## src/rtl/aes_pkg.sv

```systemverilog
// Shared types and constants for the AES round sequencer.
package aes_pkg;

   // Key length code as presented on the request interface.
   typedef enum logic [1:0] {
      KL128 = 2'b00,
      KL192 = 2'b01,
      KL256 = 2'b10,
      KLRSV = 2'b11
   } keylen_t;

   // Number of rounds per key length.
   localparam int unsigned NR_128 = 10;
   localparam int unsigned NR_192 = 12;
   localparam int unsigned NR_256 = 14;

   // Controller state.
   typedef enum logic [1:0] {
      ST_IDLE  = 2'b00,
      ST_LOAD  = 2'b01,
      ST_ROUND = 2'b10,
      ST_DONE  = 2'b11
   } ctrl_state_e;

   // Round count for a key length; the reserved code maps to AES-128 and is
   // rejected before it can be latched.
   function automatic int unsigned nr_of(input keylen_t kl);
      int unsigned nr;
      case (kl)
         KL192:   nr = NR_192;
         KL256:   nr = NR_256;
         default: nr = NR_128;
      endcase
      return nr;
   endfunction

endpackage

```

## src/rtl/aes_round_counter.sv

```systemverilog
// Round index counter: cleared on restart, counts up to a limit and sticks.
module aes_round_counter #(
   parameter int unsigned RW = 4
) (
   input  logic          clk,
   input  logic          rst_n,
   input  logic          clear_i,
   input  logic          enable_i,
   input  logic [RW-1:0] limit_i,
   output logic [RW-1:0] count_o,
   output logic          at_limit_o
);

   logic [RW-1:0] count_q;
   logic [RW-1:0] count_d;

   // Next count: clear wins, otherwise advance only while below the limit.
   always_comb begin
      count_d = count_q;
      if (clear_i) begin
         count_d = '0;
      end else if (enable_i && (count_q < limit_i)) begin
         count_d = count_q + RW'(1);
      end
   end

   // Count register.
   always_ff @(posedge clk or negedge rst_n) begin
      if (!rst_n) begin
         count_q <= '0;
      end else begin
         count_q <= count_d;
      end
   end

   // ">=" so a corrupted count above the limit still reads as finished.
   assign at_limit_o = (count_q >= limit_i);
   assign count_o    = count_q;

endmodule

```

## src/rtl/aes_round_ctrl.sv

```systemverilog
// AES round sequencer: accepts a request, restarts the datapath, steps the
// key schedule through Nr+1 round cycles and hands back the result.
//
// Handshakes: a transfer happens on a rising clock edge where valid and
// ready are both high. start_ready does not depend on start_valid;
// res_valid stays high, with the datapath frozen, until res_ready is seen.
module aes_round_ctrl
   import aes_pkg::*;
#(
   parameter int unsigned RW       = 4,
   parameter bit          ABORT_EN = 1'b1
) (
   input  logic          clk,
   input  logic          reset,
   input  logic          start_valid,
   output logic          start_ready,
   input  logic [1:0]    key_len,
   input  logic          abort,
   output logic          res_valid,
   input  logic          res_ready,
   output logic          core_rst,
   output logic          core_last,
   output logic          core_hold,
   output logic          key_step,
   output logic [RW-1:0] round,
   output logic          busy,
   output logic          err,
   output ctrl_state_e   state_dbg
);

   ctrl_state_e   state_q, state_d;
   logic [RW-1:0] nr_q, nr_d;
   logic          err_q, err_d;
   logic          abort_act;
   logic          accept;
   logic          reject;
   logic          cnt_clear;
   logic          cnt_enable;
   logic          at_limit;

   assign abort_act = ABORT_EN & abort;
   // A request seen in IDLE is either accepted or rejected for a bad key length.
   assign accept = (state_q == ST_IDLE) & start_valid & ~abort_act & (key_len != KLRSV);
   assign reject = (state_q == ST_IDLE) & start_valid & ~abort_act & (key_len == KLRSV);

   // State, latched round count and error pulse registers.
   always_ff @(posedge clk or negedge reset) begin
      if (!reset) begin
         state_q <= ST_IDLE;
         nr_q    <= RW'(NR_128);
         err_q   <= 1'b0;
      end else begin
         state_q <= state_d;
         nr_q    <= nr_d;
         err_q   <= err_d;
      end
   end

   // Next state; abort beats everything, including a simultaneous res_ready.
   always_comb begin
      state_d = state_q;
      case (state_q)
         ST_IDLE:  if (accept) state_d = ST_LOAD;
         ST_LOAD:  state_d = abort_act ? ST_IDLE : ST_ROUND;
         ST_ROUND: begin
            if (abort_act) begin
               state_d = ST_IDLE;
            end else if (at_limit) begin
               state_d = ST_DONE;
            end
         end
         ST_DONE:  if (abort_act || res_ready) state_d = ST_IDLE;
         default:  state_d = ST_IDLE;
      endcase
   end

   // Round count is captured only at acceptance; later key_len changes are ignored.
   always_comb begin
      nr_d = nr_q;
      if (accept) begin
         nr_d = RW'(nr_of(keylen_t'(key_len)));
      end
   end

   assign err_d = reject;

   // Counter restarts whenever we head to IDLE or LOAD, counts during ROUND.
   assign cnt_clear  = (state_d == ST_IDLE) || (state_d == ST_LOAD);
   assign cnt_enable = (state_q == ST_ROUND);

   aes_round_counter #(
      .RW (RW)
   ) u_round_counter (
      .clk        (clk),
      .rst_n      (reset),
      .clear_i    (cnt_clear),
      .enable_i   (cnt_enable),
      .limit_i    (nr_q),
      .count_o    (round),
      .at_limit_o (at_limit)
   );

   // Moore outputs decoded from the current state and round position.
   always_comb begin
      start_ready = 1'b0;
      res_valid   = 1'b0;
      core_rst    = 1'b0;
      core_last   = 1'b0;
      core_hold   = 1'b1;
      key_step    = 1'b0;
      busy        = 1'b1;
      case (state_q)
         ST_IDLE: begin
            start_ready = reset & ~abort_act;
            busy        = 1'b0;
         end
         ST_LOAD: begin
            core_rst  = 1'b1;
            core_hold = 1'b0;
         end
         ST_ROUND: begin
            core_hold = 1'b0;
            key_step  = ~at_limit;
            core_last = at_limit;
         end
         ST_DONE: begin
            res_valid = 1'b1;
         end
         default: begin
            busy = 1'b0;
         end
      endcase
   end

   assign err       = err_q;
   assign state_dbg = state_q;

endmodule

```

## config.mk

```make
export PLATFORM = sky130hd
export DESIGN_NAME = aes_round_ctrl
export DESIGN_NICKNAME = d
export VERILOG_FILES = /design/src/rtl/aes_pkg.sv /design/src/rtl/aes_round_counter.sv /design/src/rtl/aes_round_ctrl.sv
export SDC_FILE = /design/constraint.sdc
export NUM_CORES = 1
export LEC_CHECK = 0
export BUFFER_PORTS_ARGS = -buffer_cell sky130_fd_sc_hd__buf_2
export CAP_MARGIN = 10
export CORE_MARGIN = 5
export CORE_UTILIZATION = 48
export DETAILED_ROUTE_END_ITERATION = 8
export GPL_TIMING_DRIVEN = 0
export PLACE_DENSITY = 0.76
export SYNTH_ARGS = -nofsm -noshare
export SYNTH_HDL_FRONTEND = slang
export SYNTH_SLANG_ARGS = --single-unit
```

## constraint.sdc

```tcl
create_clock -name clk -period 1.9 [get_ports clk]
set_input_delay 0.19 -clock clk [delete_from_list [all_inputs] [get_ports clk]]
set_output_delay 0.19 -clock clk [all_outputs]
set_load 0.1 [all_outputs]
```

### Yosys cells after proc, flatten, opt, wreduce, memory -nomap -nowiden

Cells that the tools add are included.

| storage, ports and cells | value |
|---|---|
| output and inout port bits | 14 |
| register bits after elaboration | 11 |
| word-level logic and storage cells | 45 |
| input bits | 7 |

| cells by class | value |
|---|---|
| reductions and logical operators | 7 |
| $add $sub $neg | 1 |
| equal/unequal tests | 8 |
| bitwise operators | 7 |
| $lt $le $gt $ge | 2 |
| muxes and demuxes | 16 |

Operators with widths:

| kind | count |
|---|---|
| $mux W2 | 5 |
| $eq A2 B2 Y1 const B | 4 |
| $mux W4 | 2 |
| $pmux W2 S4 | 1 |
| $mux W1 | 7 |
| $eq A2 B1 Y1 const B | 3 |
| $pmux W3 S2 | 1 |
| $and A1 B1 Y1 | 5 |
| $add A4 B1 Y4 const B | 1 |
| $ge A4 B4 Y1 | 1 |
| $logic_not A2 Y1 | 2 |
| $lt A4 B4 Y1 | 1 |
| $logic_or A1 B1 Y1 | 2 |
| $ne A2 B2 Y1 const B | 1 |
| $not A1 Y1 | 2 |
| $reduce_bool A2 Y1 | 1 |
| $reduce_or A2 Y1 | 1 |
| $logic_and A1 B1 Y1 | 1 |

### Longest topological paths before layout

Gate-level depths: netlist of run 1.

| depth | value |
|---|---|
| depth in word-level cells | 9 |
| mapped depth | 6 |
| depth with buffers taken out | 6 |

### Cells and area by module

From an unflattened synthesis of run 1, not the netlist that was laid out.

| second synthesis, totals | value |
|---|---|
| cell total of the unflattened synthesis | 73 |
| area total of the unflattened synthesis | 699.4 sq um |

Modules (own cells, without submodules):

| module | seq. area each (sq um) | instances | cells each | area an instance (sq um) |
|---|---|---|---|---|
| aes_round_ctrl | 126.4 | 1 | 38 | 350.3 |
| aes_round_counter | 100.1 | 1 | 35 | 349.1 |

### Least setup slack after synthesis of run 1

Ideal clock, no wire load.

| timing path | value |
|---|---|
| kind | flip-flop to flip-flop |
| start point | register state_q[1], in the netlist state_dbg[1] |
| end point | register u_round_counter.count_q[3], in the netlist u_round_counter.count_o[3] |
| buffers on the path | 0 |
| setup slack | -933 ps |
| cell stages (with the launch flop) | 6 |
| arrival time | 2,752 ps |
| clock period less this slack | 2,833 ps |
| required time | 1,819 ps |
| setup time | 81 ps |
| path through | dfrtp_1 ha_1 nand2b_4 a211o_1 a31o_4 nor3_2 |

| on the way | value |
|---|---|
| longest elaborated chain between the ends | 9 |
| elaborated cells between the ends (all ways) | 18 |
| those cells by class | 4 x eq/ne; 6 x mux; 3 x bitwise; 5 x reduce/logical |

RTL lines:

| element | RTL line | RTL |
|---|---|---|
| start: declaration | aes_round_ctrl.sv:31 | `ctrl_state_e state_q, state_d;` |
| start signal: assignment | aes_round_ctrl.sv:53 | `state_q <= state_d;` |
| $logic_not A2 Y1 | aes_round_ctrl.sv:43, aes_round_ctrl.sv:62 |  |
| $and A1 B1 Y1 (3 in series) | aes_round_ctrl.sv:43 | `assign accept = (state_q == ST_IDLE) & start_valid & ~abort_act & (key_len != KLRSV);` |
| $mux W2 | aes_round_ctrl.sv:63 | `ST_IDLE: if (accept) state_d = ST_LOAD;` |
| $pmux W2 S4 | aes_round_ctrl.sv:62 | `case (state_q)` |
| $eq A2 B1 Y1 or $logic_not A2 Y1 (tied branches) | aes_round_ctrl.sv:88 | `assign cnt_clear = (state_d == ST_IDLE) \|\| (state_d == ST_LOAD);` |
| $logic_or A1 B1 Y1 | aes_round_ctrl.sv:88 |  |
| $mux W4 or $reduce_bool A2 Y1 (tied branches) | - |  |
| end signal: assignment | aes_round_counter.sv:32 | `count_q <= count_d;` |
| end: declaration | aes_round_counter.sv:14 | `logic [RW-1:0] count_q;` |

Parallel ways exist; a longest one is shown, timed or not.
A chain may end at the register's enable or synchronous reset.

### Worst setup path in the final report of run 1

| timing path | value |
|---|---|
| start point | register nr_q[1] |
| end point | output port core_last |

| on the way | value |
|---|---|
| longest elaborated chain between the ends | 2 |

RTL lines:

| element | RTL line | RTL |
|---|---|---|
| start: declaration | aes_round_ctrl.sv:32 | `logic [RW-1:0] nr_q, nr_d;` |
| start signal: assignment | aes_round_ctrl.sv:50 | `nr_q <= RW'(NR_128);` |
| start signal: assignment | aes_round_ctrl.sv:54 | `nr_q <= nr_d;` |
| $ge A4 B4 Y1 | aes_round_counter.sv:37 | `assign at_limit_o = (count_q >= limit_i);` |
| $mux W1 | aes_round_ctrl.sv:112 | `case (state_q)` |
| end: declaration | aes_round_ctrl.sv:22 | `output logic core_last,` |

No other way between the ends.

==> results of run 1 <==
worst paths after layout:
kind	from	endpoint	slack (ns)	depth (start not counted)
setup / recovery	nr_q[1]	core_last	-0.08	5
hold / removal	start_valid	err	0.21	2
setup reg to reg	state_dbg[0]	u_round_counter.count_o[3]	0.10	6
hold reg to reg	nr_q[1]	nr_q[1]	0.51	2
max in group asynchronous	reset	nr_q[1]	1.33	2
min in group asynchronous	reset	err	0.32	2
critical path, cell delays in order, from the launching register on:
cell and delay (ns):
dfstp_2 0.56, ha_4 0.19, nor2b_4 0.12, o211ai_1 0.29, clkinvlp_4 0.18, buf_12 0.19
final cells by class:
cell class | count | area, µm² | area share
sequential | 9 | 243 | 0.254
tap | 15 | 18.8 | 0.0197
multi-input combinational | 50 | 450 | 0.472
timing repair buffer | 24 | 173 | 0.181
clock buffer | 4 | 26.3 | 0.0275
inverter | 10 | 43.8 | 0.0459
sequential cells by signal, summed over array words and instances (netlist names):
name / count
u_round_counter.count_o: 4
nr_q: 2
state_dbg: 2
err: 1
layout by cell type, fill, tap and decap left out, types with 2 or more instances in the layout:
| cell type | count |
|---|---|
| buf_12 | 2 |
| or3_1 | 2 |
| nor2_1 | 2 |
| o21ai_0 | 7 |
| inv_1 | 7 |
| ha_1 | 4 |
| nand2_1 | 4 |
| buf_2 | 17 |
| dfrtp_1 | 3 |
| and2_2 | 2 |
| dfrtp_4 | 4 |
| o21a_1 | 2 |
| nand3b_1 | 2 |
| a21oi_1 | 5 |
| clkbuf_4 | 3 |
| buf_4 | 3 |
| nand2b_4 | 2 |
| ha_4 | 4 |
through the flow:
step | hold slack [ns] | util | cell area [µm²]
after CTS | 0.206 | 0.694 | 892
after global routing | 0.220 | 0.743 | 955
after global placement | 0.0625 | 0.639 | 821
final | 0.206 | 0.743 | 955
after detailed placement | 0.0626 | 0.639 | 821
after floorplan | -0.106 | - | 702
power groups by stage:
stage	sequential [mW]	combinational, mW	clock [mW]
5_1_grt	0.302	0.984	0.162
2_1_floorplan	0.413	0.604	0
6_report	0.300	0.928	0.152
3_5_place_dp	0.303	0.833	0
4_1_cts	0.300	0.860	0.153
3_3_place_gp	0.300	0.819	0
routing by layer:
layer	up-vias	share of wire
li1	296	-
met1	289	0.42
met5	-	0
met3	4	0.042
met2	15	0.51
met4	0	0.019
cells by family (layout without fill, tap and decap cells):
kind of cell,after synthesis,count (layout)
flops,9,9
compound gates,19,19
simple gates,22,22
buf+inv,10,38
fa+ha+maj,9,9
timing repair:
| item | CTS | global route |
|---|---|---|
| endpoints found under the setup margin | 3 | 3 |
| pin swaps | 1 | 2 |
| hold endpoints to repair | 8 | 0 |
| hold buffers | 1 | 0 |
| cloned | 0 | 0 |
| buffers inserted | 1 | 2 |
| resized for setup | 9 | 8 |
==> summary.md, run 1 <==
| Metric | Value |
|---|---|
| Outcome | `finished, violations left` |
| Synth Warn # | `0` |
| HPWL after DPL | `between 1 and 1.5 mm` |
| Routing usage on met3 | `0.0273` |
| Port Buffers | `20` |
| Overall routing resource usage | `0.160` |
| Main synth FF type | `dfrtp_1` |
| Placed insts | `about 100` |
| Post-Syn Instances | `69` |
| Synthesized net count | `85` |
| Seq/Total Area, Yosys | `0.352` |
| Most frequent cells after synthesis | `ha_1 (9), inv_1 (9), dfrtp_1 (8)` |
| Met2 usage | `0.264` |
| Pin count of the biggest net entering global routing | `11` |
| Clock power frac | `0.110` |
| Mux contribution to synthesized area | `0` |
| Part of the cycle the worst path needs | `1.04` |
| Post-synthesis compound-gate area fraction | `0.193` |
| Initial detailed-routing violation count | `7` |
| Max VDD drop | `approximately 0.0011 V` |
| ANT nets after route | `0` |
| CP endpoint kind | `output port` |
| Final nets | `114` |
| Drt via density | `5.39` |
| DR WL/cell | `14.5 µm` |
| Global route total overflow | `0` |
| Fmax | `a little over 500 MHz` |
| Endpoints failing setup | `1` |
| Max Cap Viol | `0` |
| Core area | `about 0.0013 mm²` |
| Initial Utilization | `0.500` |
| Pwr dens | `1450 mW/mm²` |
| Slew Limit Fails | `0` |
| Switch Pwr | `between 800 and 900 µW` |
| GR Util met1 | `0.189` |
| Final WL | `about 1.6 mm` |
| Reg power frac | `0.217` |
| Fillers | `slightly above 90` |
| Vias in the first global route | `556` |
| Pint | `between 500 and 600 µW` |
| CTS H-tree lvls | `1` |
| Slew HR | `0.672` |
| Post-Synth Simple-Gate Area | `0.222` |
| Crit path time final | `1.98 ns` |
| Distinct cell type count after synthesis | `27` |
| Post-synth top area share | `0.311` |
| #FFs+latches synth | `9` |
| Final antenna diode count | `0` |
| Final Hold Viols | `0` |
| Synth async-reset ratio | `1.00` |
| Avg Cell Area, Syn | `between 9 and 10 µm²` |
| Gpl congestion | `0.760` |
| Cell Area, Synth | `around 640 µm²` |
| RSZ-0062 raised after global routing | `true` |
| Worst min path class | `input pin to flop` |
| Initial antenna violation count | `0` |
| Die height | `46.6 µm` |
| Pre-antenna DRT Iters | `3` |
| Worst skew pair latency | `0.26 ns` |
| Startpoint types | `flop` |
| Synth Area in XOR/XNOR | `0` |
| Num CTS Buffers | `3` |
| CTS root buf | `clkbuf_4` |
| Cell taking the most area after synthesis | `dfrtp_1` |
| Deepest clock path buffer count | `2` |
| Die ar. | `between 0.002 and 0.0025 mm²` |
| Clock Pin Slew Worst Setup and Hold Paths | `0.07 ns` |
| Num ports | `21` |
| Chip width | `about 47 µm` |
| Worst Path Arrival | `about 1.8 ns` |
| Crit path max fanout | `2` |
| Post-Synth Adder-Cell Area | `0.175` |
| Layout Area Growth over Synthesis | `48.4%` |
| Worst endpoint required time | `about 1.7 ns` |
| Crit Path Category | `flop to output port` |
| DRC errors left | `0` |
| Clk sink count | `9` |
| Post-synth EDFFs | `0` |
| Fraction of layout cells with a size suffix above 1 | `0.515` |
| LEAKAGE | `~0.44 nW` |
| Clock Skew | `a little under 0.003 ns` |
| Final worst slack | `-0.0839 ns` |
| Global-route wire length before repair | `between 2 and 2.5 mm` |
| Worst slew pin tran | `between 0.4 and 0.5 ns` |
| Failing checks | `setup timing` |
| Layout Cells excl Fill | `roughly 110` |
| Gate power share | `0.673` |
| GR peak layer | `met2` |
| Combinational family with the most area after synthesis | `simple AND/OR/NAND/NOR gates` |
| # rows | `13` |
| Place WS | `-0.0101 ns` |
| Overall power | `1.38 mW` |
| Synth area leaders | `dfrtp_1 (31%), ha_1 (18%), o21ai_0 (5.4%), inv_1 (5.3%), dfstp_2 (4.1%)` |
| Total negative slack | `-0.0839 ns` |
| Switching Share | `0.589` |
| TritonCTS clock tree | `built` |
| Vias | `just over 600` |
No activity file was read; power rests on OpenSTA's default activity.
==> inputs of run 2 (changes only) <==
--- a/config.mk
+++ b/config.mk
@@ -13,3 +13,4 @@
 export GPL_TIMING_DRIVEN = 0
-export PLACE_DENSITY = 0.76
+export HOLD_SLACK_MARGIN = 0.02
+export PLACE_DENSITY_LB_ADDON = 0.12
 export SYNTH_ARGS = -nofsm -noshare
--- a/constraint.sdc
+++ b/constraint.sdc
@@ -3,2 +3,2 @@
 set_output_delay 0.19 -clock clk [all_outputs]
-set_load 0.1 [all_outputs]
+set_load 0.05 [all_outputs]
==> run 2 against run 1 <==
  * The run now ends clean
  * Clock power is essentially flat
  * Critical path depth is the same
  * Largest cell class unchanged
  * Final area shrank 9.3%
  * Critical path type unchanged
  * Highest routed layer unchanged
==> summary.md, run 2 (synthesis results as in run 1) <==
| Metric | Value |
|---|---|
| Num ports | `21 (unchanged)` |
| Clock power frac | `0.148 (+0.038)` |
| Slew Limit Fails | `0 (unchanged)` |
| HPWL after DPL | `1.06 mm (-6.4%)` |
| Final worst slack | `0.0418 ns (+0.126 ns)` |
| LEAKAGE | `0.435 nW (about the same)` |
| # rows | `13 (unchanged)` |
| Switch Pwr | `521 µW (-36%)` |
| Reg power frac | `0.279 (+0.062)` |
| Fmax | `538 MHz (+6.8%)` |
| Worst endpoint required time | `1.71 ns (about the same)` |
| Initial Utilization | `0.500 (unchanged)` |
| Fillers | `107 (+15%)` |
| Crit Path Category | `flop to output port` |
| Global route total overflow | `0 (unchanged)` |
| Outcome | `finished, final reports clean` |
| Chip width | `46.6 µm (unchanged)` |
| Clock Skew | `0.00769 ns (+0.00473 ns)` |
| Pwr dens | `1180 mW/mm² (-18%)` |
| Clk sink count | `9 (unchanged)` |
| Post-DP Area | `774 µm² (-5.6%)` |
| CP endpoint kind | `output port` |
| Global-route wire length before repair | `2.26 mm (-5.5%)` |
| Worst Path Arrival | `1.67 ns (-0.12 ns)` |
| Vias in the first global route | `584 (+5.0%)` |
| Final WL | `1.37 mm (-16%)` |
| Deepest clock path buffer count | `2 (unchanged)` |
| Met2 usage | `0.261 (-0.00275)` |
| Max VDD drop | `0.00106 V (-2.4%)` |
| Gate power share | `0.573 (-0.100)` |
| DRC errors left | `0 (unchanged)` |
| Reg area | `228 µm² (-6.2%)` |
| Core area | `0.00128 mm² (unchanged)` |
| Vias | `569 (-5.8%)` |
| Most frequent cells in the layout | `buf_2 (17), inv_1 (9), o21ai_0 (7), dfrtp_1 (7)` |
| TritonCTS clock tree | `built` |
| Port Buffers | `20 (unchanged)` |
| Final antenna diode count | `0 (unchanged)` |
| Gpl congestion | `0.732 (-3.6%)` |
| ANT nets after route | `0 (unchanged)` |
| Finished Cell Area | `866 µm² (-9.3%)` |
| Post-Route Utilization | `0.674 (-0.0691)` |
| Drt via density | `5.13 (-4.9%)` |
| Area occupied by multi-input gates | `419 µm² (-6.9%)` |
| Clock Pin Slew Worst Setup and Hold Paths | `0.06 ns (about the same)` |
| Part of the cycle the worst path needs | `0.978 (-0.0662)` |
| Most common cell after layout, fill and taps aside | `buf_2` |
| Switching Share | `0.509 (-0.0801)` |
| GR Util met1 | `0.158 (-0.0312)` |
| Layout Area Growth over Synthesis | `34.6%` |
| Slew HR | `0.824 (+0.152)` |
| Die height | `46.6 µm (unchanged)` |
| CTS root buf | `clkbuf_4` |
| Max Cap Viol | `0 (unchanged)` |
| Crit path max fanout | `2 (unchanged)` |
| Place WS | `0.215 ns (+0.225 ns)` |
| Worst slew pin tran | `0.261 ns (-0.234 ns)` |
| Pre-antenna DRT Iters | `1 (-2)` |
| Crit path time final | `1.86 ns (-0.126 ns)` |
| Worst skew pair latency | `0.27 ns (about the same)` |
| Pint | `503 µW (-11%)` |
| Initial detailed-routing violation count | `0 (-7)` |
| Max FFs per register | `4 (unchanged)` |
| Worst min path class | `input pin to flop` |
| Final Hold Viols | `0 (unchanged)` |
| GR peak layer | `met2` |
| Initial antenna violation count | `0 (unchanged)` |
| Num CTS Buffers | `3 (unchanged)` |
| Final nets | `113 (-0.88%)` |
| Pin count of the biggest net entering global routing | `11 (unchanged)` |
| Die ar. | `0.00217 mm² (unchanged)` |
| Startpoint types | `flop` |
| Routing usage on met3 | `0.0352 (+0.00781)` |
| Endpoints failing setup | `0 (-1)` |
| DR WL/cell | `12.3 µm (-15%)` |
| Overall routing resource usage | `0.150 (-0.00984)` |
| CTS H-tree lvls | `1 (unchanged)` |
| Fraction of layout cells with a size suffix above 1 | `0.417 (-0.0988)` |
[run 2: cell types whose count changed in the layout (fill, tap and decap cells not counted), moves of 2 or more]
cell,previous run,this run
buf_12,2,0
inv_1,7,9
dfrtp_4,4,0
dfrtp_1,3,7
ha_4,4,2
[run 2: layer usage]
layer  up-vias  wire (µm)
met3         5         83
met2        17        698
met1       254        548
met4         0         36
met5         -          0
li1        293          -
[run 2: cell type report]
cell class	instances	share of cell area
well taps	15	0.0217
flip-flops and latches	9	0.263
multi-input cells	50	0.484
clock buffers	4	0.0303
repair buffers	23	0.158
inverters	10	0.0434
[run 2: power by group through the flow]
stage	sequential, mW	combinational, mW	clock, mW
after floorplan	0.331	0.391	0
after global placement	0.283	0.545	0
after detailed placement	0.283	0.554	0
after CTS	0.281	0.560	0.157
after global routing	0.291	0.648	0.167
final	0.285	0.587	0.152
[run 2: final timing paths]
kind / slack (ns) / from / to / depth (start not counted)
min in group asynchronous: 0.30 / reset / u_round_counter.count_o[3] / 2
worst max register to register: 0.21 / state_dbg[0] / u_round_counter.count_o[3] / 6
max in group asynchronous: 1.35 / reset / nr_q[1] / 2
worst min register to register: 0.51 / nr_q[1] / nr_q[1] / 2
worst min-delay path: 0.19 / start_valid / err / 2
worst max-delay path: 0.04 / nr_q[1] / key_step / 5
[run 2: what timing repair did]
action	4_1_cts	5_1_grt
resized for setup	1	12
pin swaps	1	1
hold buffers	1	0
endpoints found under the setup margin	3	3
endpoints found under the hold margin	9	0
setup buffers	1	1
[run 2: per-stage QoR]
step,std cells,hold slack (ns),total power [mW],TNS [ns]
2_1_floorplan,69,-0.106,0.722,0
3_5_place_dp,104,0.0583,0.837,0
5_1_grt,111,0.204,1.11,-0.0197
4_1_cts,110,0.183,0.998,0
3_3_place_gp,104,0.0590,0.829,0
6_report,111,0.187,1.02,0
[run 2: worst max-delay path, stage by stage, from the launching register on]
cell     delay [ns]
dfstp_2        0.55
ha_4           0.19
nor2b_4        0.12
o21ai_0        0.18
and2_2         0.17
buf_4          0.19
==> inputs of run 3 (changes only) <==
GPL_ROUTABILITY_DRIVEN = 0   (was default)
clock period = 1.71 ns   (was 1.9 ns; I/O delays follow)
==> run 3 against run 2 <==
  * The flow now finishes with violations (setup timing)
  * Combinational power rose by 35%
  * Global-route usage increased by 2.7 points
  * Register-to-register slack worse by 0.15 ns
  * Sequential share of layout area shrank 2.1 points
  * Critical path depth increased by 1
  * Sequential power increased by 6%
  * Clock skew shrank 0.0053 ns
  * Final area grew 11%
  * Critical path type unchanged
  * Highest routed layer unchanged
==> summary.md, run 3 (synthesis results as in run 1) <==
| Metric | Value |
|---|---|
| Clock Pin Slew Worst Setup and Hold Paths | `0.07 ns (about the same)` |
| RSZ-0062 raised after global routing | `true` |
| Final antenna diode count | `0 (unchanged)` |
| Outcome | `finished, violations left` |
| # rows | `13 (unchanged)` |
| Slew HR | `0.808 (-0.0152)` |
| Pin count of the biggest net entering global routing | `11 (unchanged)` |
| Drt via density | `5.42 (+5.7%)` |
| Most frequent cells in the layout | `buf_2 (17), buf_4 (8), o21ai_0 (6)` |
| CTS root buf | `clkbuf_4` |
| ANT nets after route | `0 (unchanged)` |
| Chip width | `46.6 µm (unchanged)` |
| Final hold slack | `0.172 ns (-0.0150 ns)` |
| Initial detailed-routing violation count | `4 (+4)` |
| Clock Skew | `0.00240 ns (-0.00529 ns)` |
| Core area | `0.00128 mm² (unchanged)` |
| Die ar. | `0.00217 mm² (unchanged)` |
| DRC errors left | `0 (unchanged)` |
| Overall routing resource usage | `0.178 (+0.0272)` |
| Layout Area Growth over Synthesis | `49.0%` |
| CTS H-tree lvls | `1 (unchanged)` |
| CP endpoint kind | `output port` |
| Pre-antenna DRT Iters | `4 (+3)` |
| Port Buffers | `20 (unchanged)` |
| Max Cap Viol | `0 (unchanged)` |
| Placed insts | `104 (unchanged)` |
| TritonCTS clock tree | `built` |
| Num CTS Buffers | `3 (unchanged)` |
| Layout Cells excl Fill | `117 (+5.4%)` |
| Worst endpoint required time | `1.54 ns (-0.17 ns)` |
| Final nets | `119 (+5.3%)` |
| Fmax | `approximately 560 MHz` |
| Final WL | `1.68 mm (+23%)` |
| Overall power | `1.26 mW (+23%)` |
| Worst skew pair latency | `0.26 ns (about the same)` |
| Crit path time final | `1.80 ns` |
| Max FFs per register | `4 (unchanged)` |
| Most common cell after layout, fill and taps aside | `buf_2` |
| Global-route wire length before repair | `2.67 mm (+18%)` |
| Failing checks | `setup timing` |
| Max VDD drop | `0.000970 V (-8.2%)` |
| Vias | `634 (+11%)` |
| DR WL/cell | `14.3 µm (+16%)` |
| Pwr dens | `1320 mW/mm² (+12%)` |
| Initial Utilization | `0.500 (unchanged)` |
| Final Hold Viols | `0 (unchanged)` |
| Critical path's slowest cell | `dfstp_2` |
| Final worst slack | `-0.0858 ns (-0.128 ns)` |
| Max stage delay on crit path | `0.55 ns (about the same)` |
| Deepest clock path buffer count | `2 (unchanged)` |
| LEAKAGE | `0.463 nW (+6.4%)` |
| Slew Limit Fails | `0 (unchanged)` |
| Endpoints failing setup | `2 (+2)` |
| Part of the cycle the worst path needs | `1.05` |
| Initial antenna violation count | `0 (unchanged)` |
| Vias in the first global route | `621 (+6.3%)` |
| Cell Chain, Critical Path | `ha_4 > nor2b_4 > o211ai_1 > buf_4 > inv_2 > buf_6` |
| Crit path max fanout | `3 (+1)` |
| Worst Path Arrival | `1.62 ns (-0.05 ns)` |
| Global route total overflow | `0 (unchanged)` |
| Worst min path class | `input pin to flop` |
| Clk sink count | `9 (unchanged)` |
| Crit Path Category | `flop to output port` |
| HPWL after DPL | `1.10 mm (+3.6%)` |
| Startpoint types | `flop` |
| Fillers | `103 (-3.7%)` |
| Worst slew pin tran | `0.284 ns (+0.0225 ns)` |
| Place WS | `0.0272 ns (-0.188 ns)` |
| Num ports | `21 (unchanged)` |
| Total negative slack | `-0.129 ns (-0.129 ns)` |
| Fraction of layout cells with a size suffix above 1 | `0.539 (+0.123)` |
| Die height | `46.6 µm (unchanged)` |
## run 3: changes by cell type in the layout (fill, tap and decap cells not counted), moves of 3 or more
cell / previous run / this run
buf_4: 4 / 8
dfrtp_1: 7 / 4
dfrtp_2: 1 / 4
ha_4: 2 / 5
inv_1: 9 / 5
inv_2: 1 / 5
## run 3: layout make-up
class / instances / area [µm²] / share of cell area
repair buffers: 29 / 189 / 0.197
clock buffers: 4 / 26.3 / 0.0274
inverters: 10 / 37.5 / 0.0392
flip-flops and latches: 9 / 231 / 0.242
well taps: 15 / 18.8 / 0.0196
multi-input cells: 50 / 455 / 0.475
## run 3: timing repair
| item | in CTS | in global routing |
|---|---|---|
| hold buffers | 1 | 0 |
| endpoints found under the setup margin | 3 | 7 |
| buffers inserted | 1 | 7 |
| hold endpoints to repair | 9 | 0 |
| resized for setup | 14 | 6 |
| pin swaps | 1 | 1 |
## run 3: per-stage QoR
step	util	cell area, µm²
after global routing	0.746	958
after global placement	0.616	792
final	0.746	958
after floorplan	-	673
after detailed placement	0.616	792
after CTS	0.691	888
## run 3: worst paths after layout
kind | startpoint | end | slack, ns | cells after the start
worst max-delay path | nr_q[1] | core_last | -0.09 | 6
worst min-delay path | start_valid | err | 0.17 | 2
worst max register to register | u_round_counter.count_o[2] | u_round_counter.count_o[1] | 0.06 | 7
worst min register to register | nr_q[1] | nr_q[1] | 0.51 | 2
max in group asynchronous | reset | nr_q[1] | 1.16 | 2
min in group asynchronous | reset | u_round_counter.count_o[3] | 0.29 | 2
## run 3: power breakdown
part / total (mW) / switching [mW] / internal, mW
Sequential: 0.301 / 0.0346 / 0.266
Combinational: 0.792 / 0.518 / 0.274
Clock: 0.171 / 0.0809 / 0.0902
## run 3: routing by layer
metal | vias to the layer above | wire length, µm | GRT usage
met3 | 6 | 75 | 0.0352
li1 | 310 | - | -
met1 | 300 | 692 | 0.208
met4 | 0 | 46 | 0.131
met2 | 18 | 862 | 0.283
met5 | - | 0 | 0
## run 3: critical path, delay by kind of cell, from the launching register on
| family | cells | cell delay [ns] |
|---|---|---|
| AO/OA/AOI/OAI | 1 | 0.16 |
| flip-flops | 1 | 0.55 |
| buffers and inverters | 3 | 0.33 |
| AND/OR/NAND/NOR | 1 | 0.12 |
| adder cells (fa/ha/maj) | 1 | 0.19 |
